==> config.mk <==
export PLATFORM = sky130hd
export DESIGN_NAME = div_ctrl_flat
export DESIGN_NICKNAME = d
export VERILOG_FILES = /design/src/rtl/div_ctrl_if.sv /design/src/rtl/div_ctrl.sv /design/src/flat_wrapper.sv
export SDC_FILE = /design/constraint.sdc
export NUM_CORES = 1
export LEC_CHECK = 0
export BUFFER_PORTS_ARGS = -buffer_cell sky130_fd_sc_hd__buf_2
export CAP_MARGIN = 5
export CELL_PAD_IN_SITES_DETAIL_PLACEMENT = 0
export CELL_PAD_IN_SITES_GLOBAL_PLACEMENT = 1
export CORE_MARGIN = 10
export CORE_UTILIZATION = 40
export CTS_CLUSTER_DIAMETER = 100
export DETAILED_ROUTE_END_ITERATION = 16
export PLACE_DENSITY = 0.76
export RECOVER_POWER = 100
export SYNTH_ARGS = -nofsm -noshare
export SYNTH_HDL_FRONTEND = slang
export SYNTH_SLANG_ARGS = --single-unit
==> constraint.sdc <==
create_clock -name cpu_clk_50M -period 6.8 [get_ports cpu_clk_50M]
set_clock_uncertainty 0.15 [all_clocks]
set_input_delay 1.02 -clock cpu_clk_50M [delete_from_list [all_inputs] [get_ports cpu_clk_50M]]
set_output_delay 1.02 -clock cpu_clk_50M [all_outputs]
set_load 0.02 [all_outputs]
==> src/rtl/div_ctrl_if.sv <==
// Execute-stage <-> iterative divider handshake bundle.
// The divider connects through the slave modport, the execute stage through master.
interface div_ctrl_if #(
  parameter int unsigned DIV_W = 32
);
  logic               div_start_i;
  logic               div_signed_i;
  logic [DIV_W-1:0]   div_opdata1_i;
  logic [DIV_W-1:0]   div_opdata2_i;
  logic               flush_i;
  logic               div_ack_i;
  logic [2*DIV_W-1:0] divres_o;
  logic               div_ready_o;
  logic               div_busy_o;
  logic               div_by_zero_o;
  logic               stallreq_div_o;

  modport master (
    output div_start_i, div_signed_i, div_opdata1_i, div_opdata2_i, flush_i, div_ack_i,
    input  divres_o, div_ready_o, div_busy_o, div_by_zero_o, stallreq_div_o
  );

  modport slave (
    input  div_start_i, div_signed_i, div_opdata1_i, div_opdata2_i, flush_i, div_ack_i,
    output divres_o, div_ready_o, div_busy_o, div_by_zero_o, stallreq_div_o
  );
endinterface

==> src/rtl/div_ctrl.sv <==
// Radix-4 iterative DIV/DIVU sequencer with sign fixup, result hold and stall request.
// Define DIV_EARLY_OUT_EN to finish |dividend| < |divisor| requests straight from IDLE.
module div_ctrl #(
  parameter int unsigned DIV_W = 32
) (
  input  logic       cpu_clk_50M,
  input  logic       cpu_rst_n,
  div_ctrl_if.slave  div_bus
);

  localparam int unsigned STEPS = DIV_W / 2;
  localparam int unsigned CNT_W = $clog2(STEPS + 1);

  localparam logic [2:0] IDLE    = 3'd0;
  localparam logic [2:0] BY_ZERO = 3'd1;
  localparam logic [2:0] ON      = 3'd2;
  localparam logic [2:0] FIX     = 3'd3;
  localparam logic [2:0] DONE    = 3'd4;

  logic [2:0]         state;
  logic [CNT_W-1:0]   cnt;
  logic [2*DIV_W+1:0] partial;
  logic [DIV_W-1:0]   divisor_q;
  logic               sign1_q;
  logic               sign2_q;
  logic               signed_q;
  logic [2*DIV_W-1:0] divres_q;
  logic               ready_q;
  logic               dbz_q;

  logic [DIV_W-1:0]   op1_mag;
  logic [DIV_W-1:0]   op2_mag;
  logic [DIV_W+2:0]   trial;
  logic [DIV_W+2:0]   d1;
  logic [DIV_W+2:0]   d2;
  logic [DIV_W+2:0]   d3;
  logic [DIV_W+2:0]   sub1;
  logic [DIV_W+2:0]   sub2;
  logic [DIV_W+2:0]   sub3;
  logic [DIV_W+1:0]   rem_next;
  logic [1:0]         digit;
  logic [2*DIV_W+1:0] next_partial;
  logic [DIV_W-1:0]   quo;
  logic [DIV_W-1:0]   rem;
  logic [DIV_W-1:0]   quo_fix;
  logic [DIV_W-1:0]   rem_fix;
  logic               unused_top;

  assign op1_mag = (div_bus.div_signed_i && div_bus.div_opdata1_i[DIV_W-1]) ?
                   -div_bus.div_opdata1_i : div_bus.div_opdata1_i;
  assign op2_mag = (div_bus.div_signed_i && div_bus.div_opdata2_i[DIV_W-1]) ?
                   -div_bus.div_opdata2_i : div_bus.div_opdata2_i;

  // Window is the running remainder shifted left by two with the next dividend pair
  // appended; the remainder is always < divisor so the top partial bits stay zero.
  assign trial = {1'b0, partial[2*DIV_W-1:DIV_W-2]};
  assign d1    = {3'b000, divisor_q};
  assign d2    = {2'b00, divisor_q, 1'b0};
  assign d3    = d1 + d2;
  assign sub1  = trial - d1;
  assign sub2  = trial - d2;
  assign sub3  = trial - d3;

  always_comb begin
    rem_next = trial[DIV_W+1:0];
    digit    = 2'd0;
    if (!sub3[DIV_W+2]) begin
      rem_next = sub3[DIV_W+1:0];
      digit    = 2'd3;
    end else if (!sub2[DIV_W+2]) begin
      rem_next = sub2[DIV_W+1:0];
      digit    = 2'd2;
    end else if (!sub1[DIV_W+2]) begin
      rem_next = sub1[DIV_W+1:0];
      digit    = 2'd1;
    end
  end

  assign next_partial = {rem_next, partial[DIV_W-3:0], digit};
  assign quo          = partial[DIV_W-1:0];
  assign rem          = partial[2*DIV_W-1:DIV_W];
  assign quo_fix      = (signed_q && (sign1_q ^ sign2_q)) ? -quo : quo;
  assign rem_fix      = (signed_q && sign1_q) ? -rem : rem;
  assign unused_top   = ^partial[2*DIV_W+1:2*DIV_W];

  always_ff @(posedge cpu_clk_50M or negedge cpu_rst_n) begin
    if (!cpu_rst_n) begin
      state     <= IDLE;
      cnt       <= '0;
      partial   <= '0;
      divisor_q <= '0;
      sign1_q   <= 1'b0;
      sign2_q   <= 1'b0;
      signed_q  <= 1'b0;
      divres_q  <= '0;
      ready_q   <= 1'b0;
      dbz_q     <= 1'b0;
    end else if (div_bus.flush_i) begin
      state    <= IDLE;
      cnt      <= '0;
      divres_q <= '0;
      ready_q  <= 1'b0;
      dbz_q    <= 1'b0;
    end else begin
      case (state)
        IDLE: begin
          if (div_bus.div_start_i) begin
            if (div_bus.div_opdata2_i == '0) begin
              state <= BY_ZERO;
            end
`ifdef DIV_EARLY_OUT_EN
            else if (op1_mag < op2_mag) begin
              state    <= DONE;
              divres_q <= {div_bus.div_opdata1_i, {DIV_W{1'b0}}};
              ready_q  <= 1'b1;
            end
`endif
            else begin
              state     <= ON;
              cnt       <= '0;
              partial   <= {{(DIV_W+2){1'b0}}, op1_mag};
              divisor_q <= op2_mag;
              sign1_q   <= div_bus.div_opdata1_i[DIV_W-1];
              sign2_q   <= div_bus.div_opdata2_i[DIV_W-1];
              signed_q  <= div_bus.div_signed_i;
            end
          end
        end
        BY_ZERO: begin
          state    <= DONE;
          divres_q <= '0;
          ready_q  <= 1'b1;
          dbz_q    <= 1'b1;
        end
        ON: begin
          partial <= next_partial;
          cnt     <= cnt + CNT_W'(1);
          if (cnt == CNT_W'(STEPS - 1)) begin
            state <= FIX;
          end
        end
        FIX: begin
          state    <= DONE;
          divres_q <= {rem_fix, quo_fix};
          ready_q  <= 1'b1;
        end
        DONE: begin
          if (div_bus.div_ack_i || !div_bus.div_start_i) begin
            state    <= IDLE;
            divres_q <= '0;
            ready_q  <= 1'b0;
            dbz_q    <= 1'b0;
          end
        end
        default: state <= IDLE;
      endcase
    end
  end

  assign div_bus.divres_o       = divres_q;
  assign div_bus.div_ready_o    = ready_q;
  assign div_bus.div_busy_o     = (state != IDLE);
  assign div_bus.div_by_zero_o  = dbz_q;
  assign div_bus.stallreq_div_o = div_bus.div_start_i & ~ready_q & ~div_bus.flush_i;

endmodule

==> src/flat_wrapper.sv <==
// flat-port wrapper written by rule: the top's interface ports become plain ports
module div_ctrl_flat 
#(
  parameter int unsigned DIV_W = 32
)
  (cpu_clk_50M, cpu_rst_n, div_bus_div_start_i, div_bus_div_signed_i, div_bus_div_opdata1_i, div_bus_div_opdata2_i, div_bus_flush_i, div_bus_div_ack_i, div_bus_divres_o, div_bus_div_ready_o, div_bus_div_busy_o, div_bus_div_by_zero_o, div_bus_stallreq_div_o);
  div_ctrl_if #(.DIV_W(DIV_W)) div_bus_i ();
  input  logic cpu_clk_50M;
  input  logic cpu_rst_n;
  input wire logic [$bits(div_bus_i.div_start_i)-1:0] div_bus_div_start_i;
  input wire logic [$bits(div_bus_i.div_signed_i)-1:0] div_bus_div_signed_i;
  input wire logic [$bits(div_bus_i.div_opdata1_i)-1:0] div_bus_div_opdata1_i;
  input wire logic [$bits(div_bus_i.div_opdata2_i)-1:0] div_bus_div_opdata2_i;
  input wire logic [$bits(div_bus_i.flush_i)-1:0] div_bus_flush_i;
  input wire logic [$bits(div_bus_i.div_ack_i)-1:0] div_bus_div_ack_i;
  output wire logic [$bits(div_bus_i.divres_o)-1:0] div_bus_divres_o;
  output wire logic [$bits(div_bus_i.div_ready_o)-1:0] div_bus_div_ready_o;
  output wire logic [$bits(div_bus_i.div_busy_o)-1:0] div_bus_div_busy_o;
  output wire logic [$bits(div_bus_i.div_by_zero_o)-1:0] div_bus_div_by_zero_o;
  output wire logic [$bits(div_bus_i.stallreq_div_o)-1:0] div_bus_stallreq_div_o;
  assign div_bus_i.div_start_i = div_bus_div_start_i;
  assign div_bus_i.div_signed_i = div_bus_div_signed_i;
  assign div_bus_i.div_opdata1_i = div_bus_div_opdata1_i;
  assign div_bus_i.div_opdata2_i = div_bus_div_opdata2_i;
  assign div_bus_i.flush_i = div_bus_flush_i;
  assign div_bus_i.div_ack_i = div_bus_div_ack_i;
  assign div_bus_divres_o = div_bus_i.divres_o;
  assign div_bus_div_ready_o = div_bus_i.div_ready_o;
  assign div_bus_div_busy_o = div_bus_i.div_busy_o;
  assign div_bus_div_by_zero_o = div_bus_i.div_by_zero_o;
  assign div_bus_stallreq_div_o = div_bus_i.stallreq_div_o;
  div_ctrl #(.DIV_W(DIV_W)) u_core (.cpu_clk_50M(cpu_clk_50M), .cpu_rst_n(cpu_rst_n), .div_bus(div_bus_i));
endmodule
Word-level counts from Yosys, hierarchy flattened
Cells that the tools add are included.

cells by class
  add/subtract/negate cells = 9
  multiply operators = 0
  divide/modulo/power cells = 0
  $lt $le $gt $ge = 0
  equality and inequality tests = 11
  shift-type cells = 0
  multiplexer cells = 31
  bitwise logic cells = 6
  reduce and logical (&&, ||, !) cells = 22

operators by type and width
  kind                 number
  $mux 64              4
  $mux 32              7
  $pmux 64 s3          1
  $neg 32->32          4
  $pmux 64 s2          1
  $sub 34x32->35       1
  $sub 34x33->35       1
  $sub 34x34->35       1
  $add 32x33->34       1
  $logic_not 32->1     1
  $mux 5               3
  $mux 3               4
  $pmux 3 s4           1
  $reduce_bool 3->1    4
  $pmux 5 s2           1
  $reduce_and 4->1     2
  $eq 3x2->1 const B   2
  $mux 2               3
  $ne 3x2->1 const B   2
  $ne 3x3->1 const B   2
  $reduce_and 2->1     3
  $reduce_and 3->1     2
  $add 5x1->5 const B  1
  $eq 5x4->1 const B   1
  other kinds (15)     26

word-level totals
  register bits after elaboration = 173
  latch bits = 0
  memory bits (writable) = 0
  ROM bits = 0
  input port bits = 70
  memories = 0

Depth between registers and ports, before layout
  depth after elaboration = 5
  mapped depth = 16

Worst setup path after synthesis
Ideal clock, no wire load.

  kind = register to register
  start point = reg u_core.partial[32]
  end point = reg u_core.partial[36]
  arrival time = 3.497 ns
  data required time = 6.521 ns
  slack = 3.024 ns
  cell stages (with the launch flop) = 17
  buffers on the path = 2
  clock period less this slack = 3.776 ns
  cells stage by stage = dfrtp_1 -> inv_1 -> fa_1 -> inv_1 -> ha_1 -> a21oi_1 -> o22ai_1 -> o31ai_1 -> o21ai_2 -> a31oi_1 -> o31a_1 -> o41a_1 -> buf_4 -> nor2_4 -> buf_4 -> a22oi_1 -> o31ai_1

between the ends
  cells in the longest elaborated chain, start to end = 5
  elaborated cells on any way between the ends = 7
  those cells by class = add/sub: 3; mux: 4

RTL lines
  element                   RTL line         source
  start: declaration        div_ctrl.sv:22   logic [2*DIV_W+1:0] partial;
  start signal: assignment  div_ctrl.sv:121  partial <= {{(DIV_W+2){1'b0}}, op1_mag};
  start signal: assignment  div_ctrl.sv:136  partial <= next_partial;
  $sub 34x32->35            div_ctrl.sv:60   assign sub1 = trial - d1;
  $mux 32                   div_ctrl.sv:73   end else if (!sub1[DIV_W+2]) begin
  $mux 32                   div_ctrl.sv:70   end else if (!sub2[DIV_W+2]) begin
  $mux 32 *                 div_ctrl.sv:67   if (!sub3[DIV_W+2]) begin
  $pmux 64 s2 *             div_ctrl.sv:105  case (state)

Every way passes the cells marked *; elsewhere a longest branch is shown, timed or not.
A chain may end at the register's enable or synchronous reset.

Worst setup path in the final report
  start point = reg u_core.partial[32]
  end point = reg u_core.partial[41]

Same word-level chain as after synthesis.

==> results.md <==
* Syn. warnings at 0
* Die footprint at between 0.04 and 0.05 sq mm
* Critical path's top delay family: compound AO/OA/AOI/OAI gates
* CTS tree: built
* Routing usage on met3 at 3.80%
* Pwr Total at just over 8 mW
* Vias post-DR at 14,300
* Num CTS Buffers at 17
* Worst-margin pin slew at ~2900 ps
* First-pass GRT wire length at 79,400 microns
* Maximum clock path buffer count at 2
* Min Tclk post-route at 5580 ps
* Gpl congestion at 0.942
* Synth Area per Inst at 8.21 sq um
* Synth Flop Type: dfrtp_1
* Row count at around 70
* Nets@finish at approximately 2,200
* Post-route DRC at 0
* Largest net degree at the start of global routing at 113
* Worst path cell trace: inv_1 -> fa_1 -> inv_1 -> ha_1 -> a21oi_1 -> o22ai_1 -> o31ai_1 -> o21ai_0 -> a31oi_1 -> o31a_1 -> o41a_1 -> clkbuf_1 -> nand2b_1 -> o21ai_0 -> a221o_1
* H-tree depth at 4
* Fraction of layout cells with a size suffix above 1 at roughly 7.5%
* Switching fraction of total power at 51.3%
* Layer with the highest usage: met2
* Gr usage total at between 20% and 30%
* Initial antenna violation count at 0
* Compound-gate portion of the synthesized area at 24.6%
* Post-synthesis xor/xnor area fraction at a little under an eighth
* Crit. End Element: register
* Adder-cell area share of the yosys netlist at 12.6%
* Root buf cell: clkbuf_16
* Violated checks: max-capacitance violations, max-slew violations
* PortBufs at between 100 and 150
* Total clock sinks at 173
* Share of power burned in registers at 18.7%
* Post-CTS Hold Buffers at 0
* Syn_nets at approximately 2,100
* Setup TNS at 0 ps
* Fin. Hold Viols at 0
* # IOs at 138
* Mapped cell area at approximately 0.016 sq mm
* DP Wirelength at 39,100 microns
* Pwr dens at 474 mW/mm^2
* Relative slew slack at -95.0%
* Die height at 218 microns
* Share of the synthesized area in the top cell type at 27.7%
* Post-CTS setup buffer count at 0
* Simple-gate area share of the yosys netlist at 17.6%
* Post-cts sizing count at 0
* Synth unique cells at 87
* Final Slew Violations at 308
* Cells after Synth at approximately 1,900
* Worst setup SP type: register
* Critical path class: register to register
* Switching power at 4.16 mW
* Worst skew pair latency at 460 ps
* EDFF count, synth at 0
* Worst VDD drop at 0.179 mV
* Routed len/inst at 20.1 microns
* Internal power at 3.95 mW
* FFs w/ async S/R, synth at 100%
* Final setup vio count at 0
* Die Wd at 218 microns
* CP max stage delay at 650 ps
* Detailed Routing Iterations Pass 1 at 8
* Synth Register Bits at around 170
* RSZ-0062 raised after global routing: no
* Clock share of power at 12.8%
* Met1 Usage GRT at 29.0%
* Core area at 0.0386 sq mm
* Starting DRC count in detailed routing at between 1,000 and 1,500
* GR Layer Usage met2 at 32.5%
* Finished Cell Area at 0.0171 sq mm
* Post-Route WL at just over 50,000 microns
* Multiplexer share of the synthesized area at 1.94%
* F_max at approximately 180 MHz
* Register area share after synthesis at ~28%
* Crit-path slowest cell: clkbuf_1
* Logic pwr share at 68.5%
* Clk pin slew, worst setup/hold paths at about 70 ps
* ANT nets after route at 0
* Status: finished with violations
* Worst path buffer plus inverter count at 3
* Max-cap violations at 4
* HP Class: register to register
* Required time of the critical path at 6990 ps
* Leak at between 7 and 8 nW
* Via density at 5.69
* CP max FO at 14
* Layout area overhead at 9.44%
* Initial Util at 40.5%
* Placed Area at roughly 0.017 sq mm
* Post-synth top area cell: dfrtp_1
* FILL cells at approximately 4,000
* Total gr overflow at 0
* Ranking of synthesized cells by area: dfrtp_1 (28%), ha_1 (8.4%), o21ai_0 (7.4%), xnor2_1 (6.0%), nand2_1 (5.7%)
* Largest family of logic cells by synthesized area: compound AO/OA/AOI/OAI gates
* Crit path arrival time at 5770 ps
* Vias in the first global route at 14,200
* Final period util at 82.1%
-- cell usage in the layout, fill, tap and decap left out, types with 18 or more instances in the layout --
cell,n
inv_1,78
ha_1,105
nand3_1,20
nor2_1,132
fa_1,33
nand2b_1,23
a22oi_1,21
a21oi_1,146
clkbuf_1,77
dfrtp_1,173
nor3_1,36
nor4_1,18
o31ai_1,20
buf_2,64
o211ai_1,19
xnor2_1,107
nand2_1,236
mux2_2,18
o21ai_0,240
xor2_1,94
a21o_1,36
-- worst register-to-register path, delay by kind of cell, from the launching register on --
kind | cells | cell delay (ps)
AOI/OAI and AO/OA | 9 | 2540
adders and majority gates | 2 | 850
buffers and inverters | 3 | 840
and+or+nand+nor | 1 | 550
DFF | 1 | 530
-- cell type report --
type / count / area (sq um) / share of cell area [%]
tap: 518 / 648 / 3.79
sequential: 173 / 4330 / 25.3
multi-input combinational: 1567 / 10600 / 61.9
antenna: 1 / 2.50 / 0.0146
timing repair buffer: 148 / 661 / 3.86
clock inverter: 12 / 153 / 0.892
clock buffer: 19 / 443 / 2.59
inverter: 78 / 293 / 1.71
-- kinds of logic (layout without fill, tap and decap cells) --
group / count (synthesis) / count (layout)
adder cells (fa/ha/maj): 138 / 138
flip-flops: 173 / 173
other: 0 / 1
multiplexers: 28 / 28
XOR/XNOR: 201 / 201
AND/OR/NAND/NOR: 575 / 575
buffers and inverters: 166 / 257
AO/OA/AOI/OAI: 625 / 625
-- cells in the mapped netlist, types with 4 or more instances --
master	number
a211o_1	4
a211oi_1	17
a21o_1	36
a21oi_1	147
a221o_1	7
a22oi_1	21
a31oi_1	16
and2_1	13
and3_1	9
and4_1	5
buf_2	19
buf_4	6
clkbuf_1	59
dfrtp_1	173
fa_1	33
ha_1	105
inv_1	78
mux2_2	19
mux2i_1	9
nand2_1	236
nand2b_1	23
nand3_1	20
nand3b_1	4
nand4_1	12
nor2_1	132
nor2b_1	16
nor3_1	36
nor3b_1	5
nor4_1	16
o211ai_1	19
o21a_1	15
o21ai_0	232
o21ai_1	10
o21bai_1	13
o22ai_1	5
o31a_1	5
o31ai_1	20
o41ai_1	11
or3_1	17
or4_1	9
xnor2_1	107
xor2_1	94
-- flip-flops by register name (all words and copies together) (netlist names) --
signal,count
u_core.div_bus.divres_o,64
u_core.partial,64
u_core.divisor_q,32
u_core.cnt,5
u_core.state,3
u_core.div_bus.div_by_zero_o,1
u_core.div_bus.div_ready_o,1
u_core.sign1_q,1
u_core.sign2_q,1
u_core.signed_q,1
-- worst paths after layout --
check	start	endpoint	slack, ps	cells after the start
hold / removal	u_core.div_bus.divres_o[18]$_DFFE_PN0P_	u_core.div_bus.divres_o[18]$_DFFE_PN0P_	330	2
setup / recovery	u_core.partial[32]$_DFFE_PN0P_	u_core.partial[41]$_DFFE_PN0P_	1220	15
setup reg to reg	u_core.partial[32]$_DFFE_PN0P_	u_core.partial[41]$_DFFE_PN0P_	1220	15
max in group asynchronous	cpu_rst_n	u_core.divisor_q[26]$_DFFE_PN0P_	2280	2
hold reg to reg	u_core.div_bus.divres_o[18]$_DFFE_PN0P_	u_core.div_bus.divres_o[18]$_DFFE_PN0P_	330	2
min in group asynchronous	cpu_rst_n	u_core.div_bus.divres_o[23]$_DFFE_PN0P_	1290	1
-- metrics by stage --
stage          setup WS (ps)  hold WS, ps  utilization, %  std cells
2_1_floorplan           3020          300               -       1906
3_3_place_gp            2020          309            43.2       2484
3_5_place_dp            1910          315            43.2       2484
4_1_cts                 1850          331            44.7       2515
5_1_grt                  879          359            44.3       2515
6_report                1220          327            44.3       2516
-- power by group through the flow --
stage	clock network, mW	registers, mW	logic, mW
2_1_floorplan	0	1.40	4.12
3_3_place_gp	0	1.53	5.47
3_5_place_dp	0	1.53	5.48
4_1_cts	1.06	1.51	5.52
5_1_grt	1.10	1.54	6.12
6_report	1.04	1.52	5.56
-- metal layers --
layer	share of wire (%)	vias up
li1	-	6969
met1	47	6842
met2	44	427
met3	6.4	67
met4	2.5	0
met5	0	-
Power figures use the tool's default switching activity.
